## config.mk

```make
export PLATFORM = sky130hd
export DESIGN_NAME = psram_arbiter
export DESIGN_NICKNAME = d
export VERILOG_FILES = /design/src/rtl/psram_arbiter.sv
export SDC_FILE = /design/constraint.sdc
export NUM_CORES = 1
export LEC_CHECK = 0
export ABC_AREA = 1
export CAP_MARGIN = 40
export CORE_ASPECT_RATIO = 0.8
export CORE_MARGIN = 2
export CORE_UTILIZATION = 44
export CTS_BUF_LIST = sky130_fd_sc_hd__clkbuf_4 sky130_fd_sc_hd__clkbuf_8
export DETAILED_ROUTE_END_ITERATION = 6
export GPL_ROUTABILITY_DRIVEN = 0
export GPL_TIMING_DRIVEN = 0
export HOLD_SLACK_MARGIN = 0.06
export MAX_ROUTING_LAYER = met4
export PLACE_DENSITY = 0.81
export SETUP_SLACK_MARGIN = 0.05
export SLEW_MARGIN = 20
export SYNTH_ARGS = -nofsm -noshare
export SYNTH_HDL_FRONTEND = slang
export SYNTH_SLANG_ARGS = --single-unit
```

## constraint.sdc

```tcl
create_clock -name clk -period 2 [get_ports clk]
set_input_delay 0.2 -clock clk [delete_from_list [all_inputs] [get_ports clk]]
set_output_delay 0.2 -clock clk [all_outputs]
set_load 0.05 [all_outputs]
```

## src/rtl/psram_arbiter.sv

```systemverilog
// Two-port arbiter/sequencer in front of a single-transaction HyperRAM controller.
// Define PSRAM_ARB_RR_EN for round-robin arbitration; otherwise port A has fixed priority over B.
module psram_arbiter #(
  parameter int          START_WAIT     = 4,
  parameter int          TIMEOUT_CYCLES = 64,
  parameter logic [15:0] ABORT_DATA     = 16'hFFFF
) (
  input  logic        clk,
  input  logic        reset,
  input  logic        a_req,
  input  logic        a_write,
  input  logic [21:0] a_addr,
  input  logic [15:0] a_wdata,
  output logic        a_ack,
  output logic        a_rvalid,
  output logic [15:0] a_rdata,
  input  logic        b_req,
  input  logic        b_write,
  input  logic [21:0] b_addr,
  input  logic [15:0] b_wdata,
  output logic        b_ack,
  output logic        b_rvalid,
  output logic [15:0] b_rdata,
  output logic        mem_cmd_en,
  output logic        mem_cmd_write,
  output logic [21:0] mem_addr,
  output logic [15:0] mem_wr_data,
  input  logic [15:0] mem_rd_data,
  input  logic        mem_data_valid,
  input  logic        mem_busy,
  output logic        owner,
  output logic        timeout_err
);

  localparam int              WD_W       = $clog2(TIMEOUT_CYCLES + 1);
  localparam logic [WD_W-1:0] WD_LAST    = WD_W'(TIMEOUT_CYCLES - 1);
  localparam logic [WD_W-1:0] START_LAST = WD_W'(START_WAIT - 1);

  typedef enum logic [1:0] {
    IDLE       = 2'd0,
    ISSUE      = 2'd1,
    WAIT_START = 2'd2,
    WAIT_DONE  = 2'd3
  } state_t;

  state_t state_reg, state_next;

  // Port 0 is A, port 1 is B throughout.
  logic [1:0]  req;
  logic [1:0]  write_sel;
  logic [21:0] addr_in  [2];
  logic [15:0] wdata_in [2];

  assign req         = {b_req, a_req};
  assign write_sel   = {b_write, a_write};
  assign addr_in[0]  = a_addr;
  assign addr_in[1]  = b_addr;
  assign wdata_in[0] = a_wdata;
  assign wdata_in[1] = b_wdata;

  logic [1:0]      ack_reg, ack_next;
  logic [1:0]      rvalid_reg, rvalid_next;
  logic [15:0]     rdata_reg [2];
  logic [15:0]     rdata_next [2];
  logic            cmd_en_reg, cmd_en_next;
  logic            cmd_write_reg, cmd_write_next;
  logic [21:0]     addr_reg, addr_next;
  logic [15:0]     wr_data_reg, wr_data_next;
  logic            owner_reg, owner_next;
  logic            timeout_err_reg, timeout_err_next;
  logic            rd_done_reg, rd_done_next;
  logic [WD_W-1:0] watchdog_reg, watchdog_next;

  logic grant;
  logic win;
  logic wd_hit;
  logic start_hit;
  logic abort;
  logic capture;
  logic abort_rvalid;

  always_comb begin
`ifdef PSRAM_ARB_RR_EN
    // On a tie the port that did not win last time goes first.
    win = req[1] && (!req[0] || !owner_reg);
`else
    win = !req[0];
`endif
  end

  assign grant     = (state_reg == IDLE) && !mem_busy && (|req);
  assign wd_hit    = (watchdog_reg == WD_LAST);
  assign start_hit = (watchdog_reg == START_LAST);

  always_comb begin
    abort = 1'b0;
    case (state_reg)
      WAIT_START: abort = (start_hit && !mem_busy) || wd_hit;
      WAIT_DONE:  abort = mem_busy && wd_hit;
      default:    abort = 1'b0;
    endcase
  end

  assign capture      = (state_reg == WAIT_DONE) && mem_data_valid
                        && !cmd_write_reg && !rd_done_reg;
  // A read that already got real data this cycle does not also get ABORT_DATA.
  assign abort_rvalid = abort && !cmd_write_reg && !rd_done_reg && !capture;

  always_ff @(posedge clk) begin
    if (reset) begin
      state_reg <= IDLE;
    end else begin
      state_reg <= state_next;
    end
  end

  always_comb begin
    state_next = state_reg;
    case (state_reg)
      IDLE: begin
        if (grant) state_next = ISSUE;
      end
      ISSUE: begin
        state_next = WAIT_START;
      end
      WAIT_START: begin
        if (abort)         state_next = IDLE;
        else if (mem_busy) state_next = WAIT_DONE;
      end
      WAIT_DONE: begin
        if (!mem_busy || abort) state_next = IDLE;
      end
      default: state_next = IDLE;
    endcase
  end

  always_comb begin
    ack_next         = '0;
    rvalid_next      = '0;
    rdata_next       = rdata_reg;
    cmd_en_next      = 1'b0;
    cmd_write_next   = cmd_write_reg;
    addr_next        = addr_reg;
    wr_data_next     = wr_data_reg;
    owner_next       = owner_reg;
    timeout_err_next = timeout_err_reg;
    rd_done_next     = rd_done_reg;
    watchdog_next    = watchdog_reg;

    case (state_reg)
      IDLE: begin
        if (grant) begin
          cmd_en_next    = 1'b1;
          cmd_write_next = write_sel[win];
          addr_next      = addr_in[win];
          wr_data_next   = wdata_in[win];
          owner_next     = win;
          ack_next[win]  = 1'b1;
          rd_done_next   = 1'b0;
        end
      end
      ISSUE: begin
        watchdog_next = '0;
      end
      WAIT_START, WAIT_DONE: begin
        watchdog_next = watchdog_reg + 1'b1;
      end
      default: ;
    endcase

    if (capture) begin
      rdata_next[owner_reg]  = mem_rd_data;
      rvalid_next[owner_reg] = 1'b1;
      rd_done_next           = 1'b1;
    end

    if (abort) begin
      timeout_err_next = 1'b1;
      if (abort_rvalid) begin
        rdata_next[owner_reg]  = ABORT_DATA;
        rvalid_next[owner_reg] = 1'b1;
        rd_done_next           = 1'b1;
      end
    end
  end

  always_ff @(posedge clk) begin
    if (reset) begin
      ack_reg         <= '0;
      rvalid_reg      <= '0;
      rdata_reg[0]    <= '0;
      rdata_reg[1]    <= '0;
      cmd_en_reg      <= 1'b0;
      cmd_write_reg   <= 1'b0;
      addr_reg        <= '0;
      wr_data_reg     <= '0;
      owner_reg       <= 1'b1;
      timeout_err_reg <= 1'b0;
      rd_done_reg     <= 1'b0;
      watchdog_reg    <= '0;
    end else begin
      ack_reg         <= ack_next;
      rvalid_reg      <= rvalid_next;
      rdata_reg[0]    <= rdata_next[0];
      rdata_reg[1]    <= rdata_next[1];
      cmd_en_reg      <= cmd_en_next;
      cmd_write_reg   <= cmd_write_next;
      addr_reg        <= addr_next;
      wr_data_reg     <= wr_data_next;
      owner_reg       <= owner_next;
      timeout_err_reg <= timeout_err_next;
      rd_done_reg     <= rd_done_next;
      watchdog_reg    <= watchdog_next;
    end
  end

  assign a_ack         = ack_reg[0];
  assign b_ack         = ack_reg[1];
  assign a_rvalid      = rvalid_reg[0];
  assign b_rvalid      = rvalid_reg[1];
  assign a_rdata       = rdata_reg[0];
  assign b_rdata       = rdata_reg[1];
  assign mem_cmd_en    = cmd_en_reg;
  assign mem_cmd_write = cmd_write_reg;
  assign mem_addr      = addr_reg;
  assign mem_wr_data   = wr_data_reg;
  assign owner         = owner_reg;
  assign timeout_err   = timeout_err_reg;

endmodule

```

* After elaboration in Yosys (flattened, before gate mapping)
Index checks and enable logic that the tools add are counted.
** Storage, ports and cells
- Flip-flop bits (word level) :: 88
- Output and inout bits :: 78
- Bits of input ports :: 100
** Operators by class
- Multiplexer cells :: 34
- Reductions and logical operators :: 28
- Bitwise operators :: 6
- Add/subtract/negate cells :: 1
- $lt $le $gt $ge :: 7
- Equal/unequal tests :: 8
** Operator list (number)
- 32-bit two-way mux :: 3
- 22-bit two-way mux :: 3
- 16-bit two-way mux :: 4
- 32-bit bitwise mux :: 1
- 32-bit bitwise OR :: 1
- 16-bit demux with 1-bit select :: 1
- 2-bit two-way mux :: 7
- 7-bit case mux with 2 select lines :: 1
- 1-bit logical AND :: 13
- 1-bit two-way mux :: 10
- 2-bit case mux with 4 select lines :: 1
- 7-bit by 1-bit adder with 7-bit output (second input constant) :: 1
- 7-bit by 2-bit equality test with 1-bit output (second input constant) :: 1
- 7-bit by 6-bit equality test with 1-bit output (second input constant) :: 1
- 2-bit OR reduction :: 3
- 1-bit zero test :: 5
- 2-bit equality test (second input constant) :: 2
- 2-bit greater-or-equal comparator (second input constant) :: 2
- 1-bit by 2-bit < comparator with 1-bit output (second input constant) :: 2
- 1-bit inverter with 2-bit output :: 2
- 3-bit != test (second input constant) :: 1
- 3-bit AND reduction :: 1
- 3-bit OR reduction :: 1
- 1-bit demux with 1-bit select :: 2
- 12 further kinds :: 15

* Logic depth before layout (Yosys ltp)
- Depth after elaboration :: 10
- Depth in mapped cells :: 11

* Worst setup path after synthesis
Ideal clock, no wire load.
- Path kind :: register to register
- Start :: reg owner_reg (netlist: owner)
- End :: reg rdata_reg (netlist bit a_rdata[6])
- Library setup time :: 0.119 ns
- Stages on the path, launching flop included :: 8
- Setup slack :: 0.237 ns
- Buffers on the path :: 2
- Required time :: 1.881 ns
- Data arrival time :: 1.644 ns
- Path through :: dfxtp_1 buf_2 clkinv_1 clkbuf_1 nand3_1 nand3_1 nand2_1 nor2_1
** On the way
- Word-level cells in the longest chain between the ends :: 10
** RTL lines
- start: declaration :: RTL line 69 : logic owner_reg, owner_next;
- start signal: assignment :: RTL line 210 : owner_reg <= owner_next;
- 1-bit inverter with 2-bit output (not written as such) (*) :: RTL line 172, 180
- 2-bit greater-or-equal comparator (not written as such) / 2-bit by 1-bit < comparator with 1-bit output (equally long branches) :: RTL line 172, 180
- 1-bit logical AND (not written as such) :: RTL line 172, 180
- 16-bit two-way mux (not written as such) :: RTL line 172, 180
- 16-bit demux with 1-bit select (*) :: RTL line 172, 180
- 32-bit bitwise mux :: RTL line 172 : rdata_next[owner_reg] = mem_rd_data;
- 32-bit two-way mux :: RTL line 171 : if (capture) begin
- 32-bit bitwise OR (no line)
- 32-bit two-way mux :: RTL line 179 : if (abort_rvalid) begin
- 32-bit two-way mux (*) :: RTL line 177 : if (abort) begin
- end: declaration :: RTL line 63 : logic [15:0] rdata_reg [2];
Every way passes the cells marked *; elsewhere a longest branch is shown, timed or not.
A chain may end at the register's enable or synchronous reset.

* Worst setup path after layout
- Start :: reg watchdog_reg[0]
- End :: reg rdata_reg (netlist bit b_rdata[8])
** On the way
- Word-level cells in the longest chain between the ends :: 9
** RTL lines
- start: declaration :: RTL line 72 : logic [WD_W-1:0] watchdog_reg, watchdog_next;
- start signal: assignment :: RTL line 213 : watchdog_reg <= watchdog_next;
- 7-bit by 2-bit equality test with 1-bit output :: RTL line 93 : assign start_hit = (watchdog_reg == START_LAST);
- 1-bit logical AND :: RTL line 98 : WAIT_START: abort = (start_hit && !mem_busy) || wd_hit;
- 1-bit logical OR :: RTL line 98
- 1-bit case mux with 2 select lines (*) :: RTL line 97 : case (state_reg)
- 1-bit logical AND (3 in a row) :: RTL line 107 : assign abort_rvalid = abort && !cmd_write_reg && !rd_done_reg && !capture;
- 32-bit two-way mux :: RTL line 179
- 32-bit two-way mux (*) :: RTL line 177
Marks and branches as above.

==> impl_metrics.py <==
metrics = {
    "pwr": {
        "pwr-share-comb_pct": 40.5,
        "p_sw_share_pct": 40.1,
        "p_leak_nw": 2.71,
        "p_int_mw": 3.47,
        "irDropWorstVdd_uv": 573,
        "p_sw_mw": 2.32,
        "pwr-share-seq_pct": 37.1,
        "clkPwrFrac_pct": 22.4,
        "p_total_mw": 5.79,
        "power_density_mw_per_mm2": 932,
    },
    "job": {
        "cap_violations": 0,
    },
    "layout": {
        "fin_nets": 839,
        "area_growth_pct": 51.3,
        "largest_reg_flops": 22,
        "num-fill-cells": 750,
        "diodes": 0,
        "multi_input_area_mm2": 0.00198,
        "drive_above_1_share_pct": 6.59,
        "seqCellArea_mm2": 0.00176,
    },
    "timing": {
        "fmax_mhz": 561,
        "slew_headroom_pct": 49.5,
        "finalMaxSlewViolations": 0,
        "finalSetupTns_ns": 0,
        "setup_violations": 0,
        "worstMarginPinSlew_ns": 0.758,
        "hold_viol_final": 0,
        "period_needed_ns": 1.78,
        "period_share_pct": 89.2,
        "fin_skew_ns": 0.0118,
        "rsz0062_at_grt": "false",
    },
    "clock_tree": {
        "clk_pin_slew_ns": 0.09,
        "cts_tree": "done",
        "post_cts_buffers": 0,
        "clock-root-buffer": "clkbuf_8",
        "cts.sinks": 88,
        "cts_max_level": 3,
        "cts_resized": 0,
        "cts_buffers": 9,
        "clk_latency_ns": 0.35,
        "cts_hold_buf": 0,
        "clk_path_buf_depth": 2,
    },
    "grt": {
        "grt_start_max_net_pins": 15,
        "overflow": 0,
        "grt_first_pass_wirelength_um": 20400,
        "grt_pass1_vias": 4199,
        "track_usage_pct": 25.3,
        "grt_antenna_before_repair": 0,
    },
    "routing": {
        "ant_nets": 0,
        "drc_errors": 0,
        "drtIter0Drc": 249,
        "wl_per_cell_um": 14.7,
        "vias": 4396,
        "routed_via_density": 5.12,
        "wl_um": 12600,
        "drtPass1Iterations": 5,
    },
    "critical_path": {
        "cp_max_fo": 10,
        "worstSetupPathType": "reg2reg",
        "start_kind": "flip-flop",
        "reg2reg_slack_ns": 0.22,
        "worstPathRequired_ns": 2.25,
        "r2r_cells": 11,
        "endpoint_kind": "flip-flop",
        "crit_arrival_ns": 2.03,
    },
    "die": {
        "io_pins": 178,
        "die_h_um": 90.4,
        "start_util_pct": 45.2,
        "die_w_um": 112,
        "rows": 31,
        "die-area_mm2": 0.0101,
        "core_area_mm2": 0.00908,
    },
    "synthesis": {
        "synth.avg_cell_area_um2": 7.44,
        "syn-num-nets": 653,
        "synth_seq_cells": 88,
        "yosysTopAreaCellShare_pct": 42.9,
        "synth_area_leaders": "dfxtp_1, nand2_1, mux2i_1",
        "synth_largest_area_cell": "dfxtp_1",
        "syn_area_mm2": 0.00411,
        "synth_warnings": 0,
        "ys_seq_area_share_pct": 42.9,
        "synth_cell_type_count": 32,
        "syn_inst": 552,
    },
    "min_path": {
        "min_path_type": "in2reg",
        "hold-path-cell-count": 2,
    },
    "placed_design": {
        "io_buffers": 175,
        "dp_hpwl_um": 9790,
    },
    "outcome": {
        "outcome": "finished, final reports clean",
    },
}
## power by group through the flow
| stage | clock (mW) | combinational (mW) | sequential (mW) |
|---|---|---|---|
| after detailed placement | 0 | 2.33 | 2.18 |
| after global placement | 0 | 2.30 | 2.17 |
| final | 1.29 | 2.34 | 2.15 |
| after floorplan | 0 | 0.697 | 2.94 |
| after CTS | 1.32 | 2.34 | 2.14 |
| after global routing | 1.38 | 2.49 | 2.18 |
## per-stage QoR
step / area, µm² / hold slack (ns) / setup WS (ns) / std cells / utilization (%)
after floorplan: 4110 / 0.395 / 0.237 / 552 / -
after global placement: 6000 / 0.441 / 0.118 / 842 / 66.1
after detailed placement: 6000 / 0.474 / 0.0636 / 842 / 66.1
after CTS: 6210 / 0.139 / 0.222 / 858 / 68.4
after global routing: 6210 / 0.150 / 0.0674 / 858 / 68.4
final: 6210 / 0.153 / 0.216 / 858 / 68.4
## critical path, cell delays in order, from the launching register on
cell and delay, ns:
dfxtp_1 0.38, ha_1 0.20, inv_1 0.07, nor2_2 0.14, nand2_1 0.08, nand2_1 0.13
nand3_2 0.09, nor2_2 0.15, nand2_4 0.11, buf_6 0.17, nor2_1 0.11, nor2_1 0.06
## placed cells by master, fill, tap and decap left out, drive strengths merged
cell type,count
clkdlybuf4s50,175
nor3b,1
nand2,116
clkbuf,30
a21oi,58
clkinvlp,3
o21ai,46
nor3,8
nand3,44
bufinv,1
nand4,3
xnor2,1
inv,45
mux2i,38
a211oi,2
xor2,1
dfxtp,88
a31oi,2
clkinv,1
or2,1
nor2,59
buf,19
ha,1
## cells in the mapped netlist (all sizes together)
cell type,number
buf,19
o21ai,46
or2,1
nor2,59
clkinv,1
nor3,8
nand3,44
nor3b,1
mux2i,38
nand4,3
ha,1
a21oi,58
a31oi,2
nand2,116
inv,45
dfxtp,88
a211oi,2
xnor2,1
clkbuf,18
xor2,1
## routing by layer
metal / vias up / share of wire [%] / wire length [µm] / GRT usage [%]
li1: 2182 / - / - / -
met1: 2051 / 45 / 5620 / 32.3
met2: 145 / 48 / 6120 / 41.6
met3: 18 / 5.8 / 728 / 5.10
met4: 0 / 1.2 / 148 / 6.40
met5: - / 0 / 0 / -
## path summary, 6_finish.rpt
| check | from | end |
|---|---|---|
| worst max register to register | watchdog_reg[0] | b_rdata[8] |
| worst min-delay path | reset | a_rdata[15] |
| worst max-delay path | watchdog_reg[0] | b_rdata[8] |
| worst min register to register | timeout_err | timeout_err |
## layout make-up
cell class	instances	area share [%]
repair buffers	175	28.2
clock buffers	12	2.56
plain buffers	37	3.04
clock inverters	4	0.846
multi-input cells	381	31.9
inverters	46	2.78
well taps	115	2.32
flip-flops and latches	88	28.4
## cell families after synthesis
logic type	count (synthesis)	synth area share [%]
and+or+nand+nor	232	24.7
muxes	38	9.27
xor gates and xnor gates	2	0.427
adders and majority gates	1	0.305
DFF	88	42.9
buffers and inverters	83	8.81
AOI/OAI and AO/OA	108	13.5
No activity file was read; power rests on OpenSTA's default activity.
